[config.mk]
export PLATFORM = sky130hd
export DESIGN_NAME = adc_serial_deser
export DESIGN_NICKNAME = d
export VERILOG_FILES = /design/src/rtl/adc_deser_pkg.sv /design/src/rtl/i2s_bit_clk_div.sv /design/src/rtl/adc_serial_deser.sv
export SDC_FILE = /design/constraint.sdc
export NUM_CORES = 1
export LEC_CHECK = 0
export CAP_MARGIN = 20
export CELL_PAD_IN_SITES_DETAIL_PLACEMENT = 0
export CELL_PAD_IN_SITES_GLOBAL_PLACEMENT = 1
export CORE_ASPECT_RATIO = 1.4
export CORE_MARGIN = 3
export CORE_UTILIZATION = 37
export CTS_BUF_LIST = sky130_fd_sc_hd__clkbuf_16
export CTS_CLUSTER_DIAMETER = 150
export CTS_CLUSTER_SIZE = 16
export DETAILED_ROUTE_END_ITERATION = 12
export GPL_ROUTABILITY_DRIVEN = 1
export PLACE_DENSITY = 0.86
export SYNTH_ARGS = -nofsm -noshare
export SYNTH_HDL_FRONTEND = slang
export SYNTH_SLANG_ARGS = --single-unit
[constraint.sdc]
create_clock -name clk -period 1.5 [get_ports clk]
set_input_delay 0.3 -clock clk [delete_from_list [all_inputs] [get_ports clk]]
set_output_delay 0.3 -clock clk [all_outputs]
set_load 0.01 [all_outputs]
[src/rtl/adc_deser_pkg.sv]
// adc_deser_pkg: shared defaults and helpers for the serial ADC deserialiser.
//   DefaultWidth  - default bits per ADC word
//   DefaultClkDiv - default system clocks per i2sclk period
//   BitCntW       - bit-counter width for the default word size
//   cnt_width()   - counter width for a modulus, never less than one bit
package adc_deser_pkg;

  localparam int unsigned DefaultWidth  = 8;
  localparam int unsigned DefaultClkDiv = 8;

  // A modulus of 1 still needs a one-bit register.
  function automatic int unsigned cnt_width(input int unsigned n);
    return (n > 1) ? $clog2(n) : 1;
  endfunction

  localparam int unsigned BitCntW = cnt_width(DefaultWidth);

endpackage

[src/rtl/i2s_bit_clk_div.sv]
// i2s_bit_clk_div: divides the system clock down to the ADC bit clock.
//   clk      in   system clock
//   rst      in   synchronous active-high reset
//   i2sclk   out  registered bit clock, 50% duty, period CLK_DIV clocks
//   rise_stb out  high in the clk cycle whose edge takes i2sclk 0->1
module i2s_bit_clk_div
  import adc_deser_pkg::*;
#(
  parameter int unsigned CLK_DIV = DefaultClkDiv
) (
  input  logic clk,
  input  logic rst,
  output logic i2sclk,
  output logic rise_stb
);

  localparam int unsigned Half = CLK_DIV / 2;
  localparam int unsigned CntW = cnt_width(Half);

  if ((CLK_DIV < 2) || ((CLK_DIV % 2) != 0)) begin : gen_bad_div
    $error("CLK_DIV must be even and at least 2");
  end

  logic [CntW-1:0] cnt_q;
  logic            i2sclk_q;
  logic            term;

  assign term = (cnt_q == CntW'(Half - 1));

  always_ff @(posedge clk) begin
    if (rst) begin
      cnt_q    <= '0;
      i2sclk_q <= 1'b0;
    end else if (term) begin
      cnt_q    <= '0;
      i2sclk_q <= ~i2sclk_q;
    end else begin
      cnt_q <= cnt_q + CntW'(1);
    end
  end

  assign i2sclk   = i2sclk_q;
  // Terminal count while low: this edge produces the rising edge.
  assign rise_stb = term & ~i2sclk_q;

endmodule

[src/rtl/adc_serial_deser.sv]
// adc_serial_deser: deserialises the 1-bit ADC stream into parallel words.
//   clk              in   system clock
//   rst              in   synchronous active-high reset
//   adc_serial_in    in   serial data, sampled on i2sclk rising edges
//   i2sclk           out  bit clock to the ADC
//   spi_parallel_out out  last completed word, held until the next completes
//   finished         out  one-clk pulse when spi_parallel_out updates
// Build option: define LSB_FIRST_EN for an LSB-first stream (default MSB first).
// Framing is free-running: a word boundary every WIDTH bits counted from reset.
module adc_serial_deser
  import adc_deser_pkg::*;
#(
  parameter int unsigned WIDTH   = DefaultWidth,
  parameter int unsigned CLK_DIV = DefaultClkDiv
) (
  input  logic             clk,
  input  logic             rst,
  input  logic             adc_serial_in,
  output logic             i2sclk,
  output logic [WIDTH-1:0] spi_parallel_out,
  output logic             finished
);

  localparam int unsigned CntW = cnt_width(WIDTH);

  if (WIDTH < 2) begin : gen_bad_width
    $error("WIDTH must be at least 2");
  end

  logic rise_stb;

  i2s_bit_clk_div #(
    .CLK_DIV (CLK_DIV)
  ) u_div (
    .clk      (clk),
    .rst      (rst),
    .i2sclk   (i2sclk),
    .rise_stb (rise_stb)
  );

  // Only WIDTH-1 bits are retained: the bit that would be shifted out of a full
  // WIDTH-bit register can never reach a completed word.
  logic [WIDTH-2:0] shift_q;
  logic [WIDTH-1:0] word_d;
  logic [WIDTH-2:0] shift_d;
  logic [CntW-1:0]  bit_cnt_q;
  logic [WIDTH-1:0] out_q;
  logic             finished_q;
  logic             last_bit;

  always_comb begin
    word_d  = '0;
    shift_d = '0;
`ifdef LSB_FIRST_EN
    word_d  = {adc_serial_in, shift_q};
    shift_d = word_d[WIDTH-1:1];
`else
    word_d  = {shift_q, adc_serial_in};
    shift_d = word_d[WIDTH-2:0];
`endif
  end

  assign last_bit = (bit_cnt_q == CntW'(WIDTH - 1));

  always_ff @(posedge clk) begin
    if (rst) begin
      shift_q    <= '0;
      bit_cnt_q  <= '0;
      out_q      <= '0;
      finished_q <= 1'b0;
    end else begin
      finished_q <= 1'b0;
      if (rise_stb) begin
        shift_q <= shift_d;
        if (last_bit) begin
          out_q      <= word_d;
          finished_q <= 1'b1;
          bit_cnt_q  <= '0;
        end else begin
          bit_cnt_q <= bit_cnt_q + CntW'(1);
        end
      end
    end
  end

  assign spi_parallel_out = out_q;
  assign finished         = finished_q;

endmodule

==> flow_summary_export.csv <==
group,metric,value,unit
placed_design,post-dp-hpwl,983,µm
synthesis,synthMuxAreaShare,0,
floorplanning,die_h,60.6,µm
floorplanning,dieArea,2730,µm²
timing,slew_viol_final,0,
detailed_routing,antenna_left,0,
grt,grt_pass1_vias,626,
power_and_ir_drop,leakage,0.380,nW
synthesis,ys_seq_area_frac,0.559,
synthesis,syn_avg_cell_area,8.48,µm²
layout,final_area,1050,µm²
worst_setup_path,cp_slowest_stage_delay,0.53,ns
power_and_ir_drop,ir_drop,1.13,mV
clock_tree,clock_path_buffers,2,
worst_setup_path,criticalPathCategory,"reg2out",
synthesis,yosys.area_share.simple,0.244,
floorplanning,io_pins,13,
synthesis,synth_nets,99,
grt,grt_first_pass_wirelength,2690,µm
layout,n_antenna_cell,0,
worst_setup_path,crit_slowest_cell,"clkdlybuf4s50_1",
worst_setup_path,crit_fanout,2,
worst_setup_path,rrSetupSlack,0.16,ns
clock_tree,cts_tree,"done",
placed_design,gp_congestion,0.688,
worst_setup_path,crit_buf_inv,1,
timing,layout_min_cycle_time,1.41,ns
detailed_routing,via_per_inst,5.05,
floorplanning,initial_core_util,0.395,
clock_tree,clkSlewWorstSetupHoldPaths,0.06,ns
layout,syn2layout_area_growth,33.5,%
grt,grt_antenna_before_repair,0,
floorplanning,rows,19,
hold_path,hold_path.class,"reg2reg",
synthesis,synth_common_cells,"nand2_1, dfxtp_1, a21oi_1, buf_2, ha_1",
worst_setup_path,critPathCaptureType,"output port",
grt,grt_usage,0.137,
synthesis,synth-seq-cells,22,
detailed_routing,vias,646,
detailed_routing,wl_per_cell,11.9,µm
placed_design,portBuffers,12,
clock_tree,cts_resized,1,
worst_setup_path,crit_arrival,1.11,ns
clock_tree,numCtsBuffers,3,
synthesis,synth_edf_count,0,
timing,hold_violations,0,
synthesis,synth_top_area_frac,0.559,
clock_tree,cts_max_level,1,
worst_setup_path,worstRegToRegCells,5,
timing,fmax,707,MHz
clock_tree,cts-root-buf,"clkbuf_16",
timing,relSlewSlack,0.750,
synthesis,synthMostInstantiatedCell,"nand2_1",
timing,worst_pin_slew,0.373,ns
synthesis,synth_area,788,µm²
timing,holdWs,0.420,ns
synthesis,synth.area.top_cells,"dfxtp_1, nand2_1, a21oi_1, ha_1, buf_2",
clock_tree,clock_latency,0.25,ns
synthesis,syn_inst,93,
worst_setup_path,crit_required,1.20,ns
timing,rsz0062_at_grt,"no",
clock_tree,cts_hold_buffers,0,
synthesis,synth_area_leader_cell,"dfxtp_1",
synthesis,synth-adder-area-share,0.0476,
timing,min_period_over_period,0.943,
worst_setup_path,startpoint_type,"flip-flop",
synthesis,synth_compound_area_frac,0.121,
hold_path,min_path_cells,1,
timing,fin_tns_setup,0,ns
synthesis,ys_types,14,
worst_setup_path,crit_family,"buffers and inverters",
floorplanning,core_area,2000,µm²
worst_setup_path,crit_chain,"clkdlybuf4s50_1",
power_and_ir_drop,power.density,1330,nW/µm²
layout,nets,114,
synthesis,async_reset_ff_frac,0,
layout,drive_gt1_frac,0.0748,
timing,finalSetupViolations,0,
placed_design,dpl-instance-area,947,µm²
status,outcome,"finished, final reports clean",
job,drv_cap,0,
synthesis,synth_top_family_by_area,"simple AND/OR/NAND/NOR gates",
detailed_routing,drt_first_pass_iters,5,
clock_tree,cts_setup_buffers,0,
detailed_routing,totalWireLength,1520,µm
synthesis,ys_warn_count,0,
detailed_routing,drc,0,
synthesis,synth_xor_area_frac,0,
grt,grt_overflow_total,0,
timing,fin_worst_skew,0.00262,ns
synthesis,synthFlopType,"dfxtp_1",
detailed_routing,drt_iter0_markers,13,
worst_setup_path,path_depth,1,
clock_tree,clock_sinks,22,
floorplanning,die_x,45.0,µm
grt,grt_max_degree,23,
==> layout by cell type (no fill, tap or decap), types with 2 or more instances in the layout <==
cell and n:
a21oi_1 19, buf_4 2, clkbuf_16 3, clkdlybuf4s50_1 11, dfxtp_1 22, ha_1 3, nand2_1 34, nand2b_1 2
nand3b_1 2
==> area by class of cell <==
type                       count  area [µm²]
timing repair buffer          15         154
tap                           21        26.3
sequential                    22         440
multi-input combinational     66         327
clock inverter                 1        30.0
fill                         198         945
clock buffer                   3        75.1
==> kinds of logic (layout without fill, tap and decap cells) <==
family | after synthesis | count (layout)
AOI/OAI and AO/OA | 19 | 19
adders and majority gates | 3 | 3
buffers and inverters | 5 | 19
and+or+nand+nor | 44 | 44
DFF | 22 | 22
==> routing by layer <==
layer  wire [µm]  vias to the layer above  track usage
met5           0                        -            0
met4          48                        0        0.109
met3          45                        4       0.0267
met2         795                        9        0.221
met1         629                      301        0.156
li1            -                      332            -
==> power breakdown <==
group | total, mW | switching [mW] | internal [mW]
registers | 0.604 | 0.00750 | 0.597
clock network | 0.732 | 0.203 | 0.529
logic | 0.0621 | 0.0325 | 0.0296
==> metrics by stage <==
| stage | total power, mW | util | setup slack, ns | std cells |
|---|---|---|---|---|
| 5_1_grt | 1.44 | 0.527 | 0.00268 | 128 |
| 3_3_place_gp | 0.679 | 0.474 | 0.200 | 124 |
| 3_5_place_dp | 0.681 | 0.474 | 0.142 | 124 |
| 4_1_cts | 1.41 | 0.526 | 0.0742 | 128 |
| 2_1_floorplan | 0.652 | - | 0.270 | 93 |
| 6_report | 1.40 | 0.527 | 0.0861 | 128 |
==> sequential cells by signal, summed over array words and instances (netlist names) <==
name / flops
u_div.cnt_q: 2
shift_q: 7
bit_cnt_q: 3
u_div.i2sclk: 1
finished: 1
spi_parallel_out: 8
==> path summary, 6_finish.rpt <==
kind                       startpoint                  end
setup / recovery  spi_parallel_out[0]  spi_parallel_out[0]
hold / removal         u_div.cnt_q[0]       u_div.cnt_q[0]
setup reg to reg         bit_cnt_q[0]  spi_parallel_out[3]
hold reg to reg        u_div.cnt_q[0]       u_div.cnt_q[0]
(Power assumes the default switching activity.)
